**src/rtl/simon_data_in.sv**
```systemverilog
// Input packet unpacker for the SIMON core: accepts a host packet, validates the
// info byte, then either loads a key or hands one or two blocks to the core.
module simon_data_in #(
  parameter int         N    = 16,
  parameter logic [3:0] MODE = 4'h1
) (
  input  logic                  clk,
  input  logic                  nR,
  input  logic                  in_donePKT,
  input  logic [(1+N/2):0][7:0] in,
  output logic                  in_readPKT,
  output logic                  doneDATA,
  input  logic                  readDATA,
  output logic [1:0][N-1:0]     inDATA,
  output logic [7:0]            infoIN,
  output logic [7:0]            countIN,
  output logic [3:0][N-1:0]     keyDATA,
  output logic                  loadKEY,
  output logic                  errPKT,
  output logic                  errSEQ
);

  typedef enum logic [2:0] {WAIT, LOAD, KEY, SEND0, GAP, SEND1, ACK} state_t;

  state_t            state_q;
  logic [3:0][N-1:0] data_q;
  logic [7:0]        exp_seq_q;
  logic              pkt_bad;

  // Only input-direction packets of our own mode are accepted.
  assign pkt_bad = (infoIN[3:0] != MODE) || infoIN[4];

  // Word pair for one block; swap decides which output word gets the lower data word.
  function automatic logic [1:0][N-1:0] block(input logic [3:0][N-1:0] d,
                                              input logic hi, input logic swap);
    logic [1:0][N-1:0] b;
    b        = '0;
    b[~swap] = d[{hi, 1'b0}];
    b[swap]  = d[{hi, 1'b1}];
    return b;
  endfunction

  always_ff @(posedge clk or negedge nR) begin
    if (!nR) begin
      state_q    <= WAIT;
      data_q     <= '0;
      exp_seq_q  <= '0;
      in_readPKT <= 1'b0;
      doneDATA   <= 1'b0;
      inDATA     <= '0;
      infoIN     <= '0;
      countIN    <= '0;
      keyDATA    <= '0;
      loadKEY    <= 1'b0;
      errPKT     <= 1'b0;
      errSEQ     <= 1'b0;
    end else begin
      loadKEY <= 1'b0;
      errPKT  <= 1'b0;
      errSEQ  <= 1'b0;
      case (state_q)
        WAIT: begin
          if (in_donePKT) begin
            infoIN     <= in[1+N/2];
            countIN    <= in[N/2];
            data_q     <= in[N/2-1:0];
            in_readPKT <= 1'b1;
            state_q    <= LOAD;
          end
        end
        LOAD: begin
          if (pkt_bad) begin
            errPKT  <= 1'b1;
            state_q <= ACK;
          end else begin
            // A sequence mismatch is only flagged; the packet is still processed.
            errSEQ    <= (countIN != exp_seq_q);
            exp_seq_q <= exp_seq_q + 8'd1;
            if (infoIN[5]) begin
              keyDATA <= data_q;
              loadKEY <= 1'b1;
              state_q <= KEY;
            end else begin
              inDATA   <= block(data_q, 1'b0, infoIN[6]);
              doneDATA <= 1'b1;
              state_q  <= SEND0;
            end
          end
        end
        KEY: state_q <= ACK;
        SEND0: begin
          if (readDATA) begin
            doneDATA <= 1'b0;
            state_q  <= infoIN[7] ? GAP : ACK;
          end
        end
        GAP: begin
          if (!readDATA) begin
            inDATA   <= block(data_q, 1'b1, infoIN[6]);
            doneDATA <= 1'b1;
            state_q  <= SEND1;
          end
        end
        SEND1: begin
          if (readDATA) begin
            doneDATA <= 1'b0;
            state_q  <= ACK;
          end
        end
        ACK: begin
          if (!in_donePKT && !readDATA) begin
            in_readPKT <= 1'b0;
            state_q    <= WAIT;
          end
        end
        default: state_q <= WAIT;
      endcase
    end
  end

endmodule
```
**config.mk**
```make
export PLATFORM = sky130hd
export DESIGN_NAME = simon_data_in
export DESIGN_NICKNAME = d
export VERILOG_FILES = /design/src/rtl/simon_data_in.sv
export SDC_FILE = /design/constraint.sdc
export NUM_CORES = 1
export LEC_CHECK = 0
export BUFFER_PORTS_ARGS = -buffer_cell sky130_fd_sc_hd__buf_2
export CAP_MARGIN = 30
export CORE_ASPECT_RATIO = 0.9
export CORE_MARGIN = 3
export CORE_UTILIZATION = 54
export CTS_CLUSTER_DIAMETER = 60
export CTS_CLUSTER_SIZE = 20
export DETAILED_ROUTE_END_ITERATION = 7
export PLACE_DENSITY = 0.85
export SLEW_MARGIN = 30
export SYNTH_ARGS = -nofsm -noshare
export SYNTH_HDL_FRONTEND = slang
export SYNTH_SLANG_ARGS = --single-unit
```
**constraint.sdc**
```tcl
create_clock -name clk -period 2.6 [get_ports clk]
set_clock_uncertainty 0.2 [all_clocks]
set_input_delay 0.13 -clock clk [delete_from_list [all_inputs] [get_ports clk]]
set_output_delay 0.13 -clock clk [all_outputs]
set_load 0.05 [all_outputs]
```
; Word-level counts from Yosys, hierarchy flattened
; Cells that the tools add are included.
; Widths: inputs -> output; s select.
[word_totals]
regBits = 192
latchBits = 0
ram_bits = 0
mem_bits_ro = 0
memories = 0
[op_classes]
addsub = 1
mul = 0
n_div = 0
n_lt_le_gt_ge = 4
n_eq_ne = 16
shifts = 0
n_mux = 34
bitwise_logic = 4
n_reduce_logical = 18
[ops]
columns = op, count
row1 = $mux 32, 3
row2 = $and 32x32->32, 2
row3 = $bwmux 32, 2
row4 = $pmux 32 s2, 1
row5 = $demux 16 s1, 2
row6 = $mux 16, 2
row7 = $pmux 3 s7, 1
row8 = $mux 3, 6
row9 = $mux 1, 14
row10 = $ne 2x2->1 const B, 7
row11 = $reduce_and 5->1, 2
row12 = $eq 3x3->1 const B, 3
row13 = $add 8x1->8 const B, 1
row14 = $ne 8x8->1, 1
row15 = $eq 3x2->1 const B, 2
row16 = $reduce_and 3->1, 2
row17 = $lt 1x2->1 const B, 2
row18 = $ne 4x1->1 const B, 1
row19 = $reduce_and 2->1, 2
row20 = $reduce_and 4->1, 1
row21 = $reduce_bool 2->1, 2
row22 = $eq 3x1->1 const B, 1
row23 = $logic_and 1x1->1, 3
row24 = $logic_not 3->1, 1
row25 = 10 further kinds, 13

; Longest topological paths before layout
[depth]
depth_word = 10
mapped_depth = 7
ltp_nobuf = 4

; Worst setup path after synthesis
; Ideal clock, no wire load.
[synth_timing]
path_type = register to register
startpoint = reg infoIN[1]
endpoint = reg inDATA[15] (netlist name)
t_arrival_ns = 1.833
required_ns = 2.272
path_slack_ns = 0.440
stages_incl_launch_ff = 6
cell_sequence = dfrtp_1 -> nor4b_2 -> a22oi_2 -> nor2_8 -> buf_6 -> mux2_1
[synth_between]
elab_chain_len = 4
[synth_lines]
columns = item, line_no
row1 = start: declaration, 15  ; output logic [7:0] infoIN,
row2 = start signal: assignment, 64  ; infoIN <= in[1+N/2];
row3 = $ne 4x1->1, 31  ; assign pkt_bad = (infoIN[3:0] != MODE) || infoIN[4];
row4 = $logic_or 1x1->1, 31
row5 = $ne 2x2->1 (no source line), --
row6 = $reduce_and 4->1 (no source line), --
row7 = end signal: assignment, 84  ; inDATA <= block(data_q, 1'b0, infoIN[6]);
row8 = end signal: assignment, 99  ; inDATA <= block(data_q, 1'b1, infoIN[6]);
row9 = end: declaration, 14  ; output logic [1:0][N-1:0] inDATA,
; Every way passes these cells.
; A chain may end at the register's enable or synchronous reset.

; Final worst setup path
[layout_timing]
startpoint = reg state_q[0]
endpoint = reg keyDATA[28] (netlist name)
[layout_between]
elab_chain_len = 2
[layout_lines]
columns = item, line_no
row1 = start: declaration, 25  ; state_t state_q;
row2 = start signal: assignment, 94  ; state_q <= infoIN[7] ? GAP : ACK;
row3 = $eq 3x1->1, 61  ; case (state_q)
row4 = $reduce_and 3->1 (no source line), --
row5 = end signal: assignment, 80  ; keyDATA <= data_q;
row6 = end: declaration, 17  ; output logic [3:0][N-1:0] keyDATA,
; Every way passes these cells.

==> flow_metrics.tcl <==
set metrics [dict create \
    dominantRegCellSynth "dfrtp_1" \
    dieArea_um2 16900 \
    cap_violations 0 \
    synth_area_leaders "dfrtp_1 (58%), mux2_1 (20%), mux2i_1 (7.7%)" \
    power_leakage_nw 5.56 \
    ioPinCount 201 \
    tightest_slew_ps 540 \
    viasPerCell 5.34 \
    core_region_area_um2 14900 \
    crit_path_max_incr_delay_ps 610 \
    postRouteWirelength_um 20500 \
    cts_resized 0 \
    synth_common_cells "dfrtp_1 (192), mux2_1 (145), mux2i_1 (64)" \
    die_h_um 124 \
    cts_root_buf "clkbuf_16" \
    pre_cts_ws_ps 325 \
    grt_use_total_pct 24.9 \
    cp-end-kind "register" \
    finalMaxSlewViolations 0 \
    grt_max_degree 70 \
    syn_nets 621 \
    critPathMaxFanout 46 \
    synthDistinctLibCells 41 \
    cts_sinks 192 \
    min_path_type "primary input to async pin" \
    layout_setup_ws_ps 203 \
    crit_path_cell_trace "inv_2, nor4_2, and3_2, buf_12, mux2_1" \
    ys_seq_area_share_pct 57.8 \
    grt_antenna_before_repair 0 \
    syn_area_um2 8310 \
    htree_levels 4 \
    insertion_delay_ps 430 \
    crit_buf_inv 2 \
    synth-edff-count 0 \
    rows 42 \
    first_pass_iters 5 \
    drcViolationCount 0 \
    rsz0062_at_grt "false" \
    drive_gt1_share_pct 34.0 \
    cp.required_ps 2700 \
    grt_first_pass_wirelength_um 32000 \
    postSynthCellCount 536 \
    post-route-min-period_ps 2400 \
    overflow 0 \
    cp_slowest_cell "dfrtp_1" \
    routabilityCongestion 0.809 \
    syn2layout_area_growth_pct 31.8 \
    ys_seq_elements 192 \
    start_kind "register" \
    post-synth-top-area-cell "dfrtp_1" \
    hold_viol 0 \
    relSlewSlack_pct 64.0 \
    yosysMostFrequentCell "dfrtp_1" \
    initial_core_util_pct 55.9 \
    final_antenna_net_count 0 \
    dpl.hpwl_um 13200 \
    vias 5515 \
    die_w_um 137 \
    fmax_mhz 417 \
    yosys.area.top_type_share_pct 57.8 \
    n_fill_cell 904 \
    wl_per_cell_um 19.9 \
    numCtsBuffers 17 \
    setup_tns_ps 0 \
    async_flop_share_pct 100 \
    yosys_warnings 0 \
    setup_viol 0 \
    final_nets 906 \
    post-route-period-util_pct 92.2 \
    clk_pin_slew_ps 70 \
    clk_path_buf_depth 2 \
    path_class "register to register" \
    powerDensity_nw_per_um2 1330 \
    status "finished clean" \
    ir_drop_mv 0.808 \
    cts_tree "done" \
    grt_pass1_vias 5949 \
    syn_avg_cell_area_um2 15.5 \
    first_iter_violations 401 \
    critical_path.top_delay_family "simple AND/OR/NAND/NOR gates" \
    io_buffers 200 \
    critPathArrivalTime_ps 2500 \
]
## state kept, by name, indices dropped and copies added (netlist names)
register and flops:
data_q 64, errPKT 1, countIN 8, in_readPKT 1
errSEQ 1, inDATA 32, exp_seq_q 8, state_q 3
keyDATA 64, infoIN 8, doneDATA 1, loadKEY 1
## placed cells by master (no fill, tap or decap), drive strengths merged, types with 2 or more instances in the layout
master | netlist | routed
dfrtp | 192 | 192
nor4 | 3 | 3
xor2 | 8 | 8
a21oi | 5 | 5
mux2i | 64 | 64
o21ai | 6 | 6
clkinv | 0 | 3
clkbuf | 4 | 24
inv | 3 | 3
nand2 | 8 | 8
clkinvlp | 0 | 2
xnor2 | 7 | 7
o31ai | 2 | 2
dlygate4sd3 | 0 | 84
and3 | 3 | 3
mux2 | 175 | 175
a22oi | 2 | 2
buf | 27 | 212
bufinv | 0 | 3
nand4 | 6 | 6
nor4b | 3 | 3
nor2 | 8 | 8
## path summary, 6_finish.rpt
check                              end  slack [ps]  cells after the start   startpoint
max                        keyDATA[28]         200                      5   state_q[0]
min                         data_q[63]          60                      2           nR
max reg2reg                keyDATA[28]         200                      5   state_q[0]
min reg2reg                keyDATA[19]         280                      1  keyDATA[19]
max in group asynchronous   data_q[20]        1370                      3           nR
min in group clk            countIN[6]         250                      3       in[70]
## worst reg2reg max path: cells and delay by family, from the launching register on
family / cells / cell delay (ps)
DFF: 1 / 610
buffers and inverters: 2 / 370
and+or+nand+nor: 2 / 640
muxes: 1 / 440
## metal layers
layer	vias up	track usage (%)	wire length, um
met2	191	42.5	10500
met4	0	9.16	512
met3	46	6.34	1100
li1	2497	-	-
met5	-	0	0
met1	2781	30.8	8410
## layout make-up
type / count / area (um^2) / share of cell area [%]
Sequential cell: 192 / 4810 / 43.9
Clock inverter: 8 / 128 / 1.16
Antenna cell: 1 / 2.50 / 0.0228
Clock buffer: 23 / 498 / 4.55
Multi-Input combinational cell: 310 / 3230 / 29.5
Tap cell: 198 / 248 / 2.26
Timing Repair Buffer: 297 / 2040 / 18.6
Inverter: 3 / 11.3 / 0.103
## report_power, final
group	switching (W)	internal, W
Clock	0.00110	0.00164
Combinational	0.00425	0.00238
Sequential	0.00102	0.00421
Total	0.00637	0.00822
## timing repair
action / in CTS / in global routing
buffers inserted: 0 / 0
hold buffers: 84 / 0
hold endpoints to repair: 205 / 0
## cell families after synthesis
family / Yosys count / synth area share, %
buf+inv: 34 / 3.45
flops: 192 / 57.8
xor+xnor: 15 / 1.58
mux: 239 / 32.7
simple gates: 35 / 2.74
fa+ha+maj: 1 / 0.151
compound gates: 20 / 1.60
## through the flow
step / instance area (um^2) / total power (W) / utilization (%) / cells / hold WS [ps]
final: 11000 / 0.0146 / 73.7 / 1032 / 55.8
after CTS: 11000 / 0.0146 / 73.6 / 1031 / 72.0
after global placement: 9490 / 0.0114 / 63.8 / 916 / -38.6
after global routing: 11000 / 0.0153 / 73.6 / 1031 / 106
after detailed placement: 9490 / 0.0117 / 63.8 / 916 / -26.3
after floorplan: 8310 / 0.00999 / - / 536 / -366
Power figures use the tool's default switching activity.
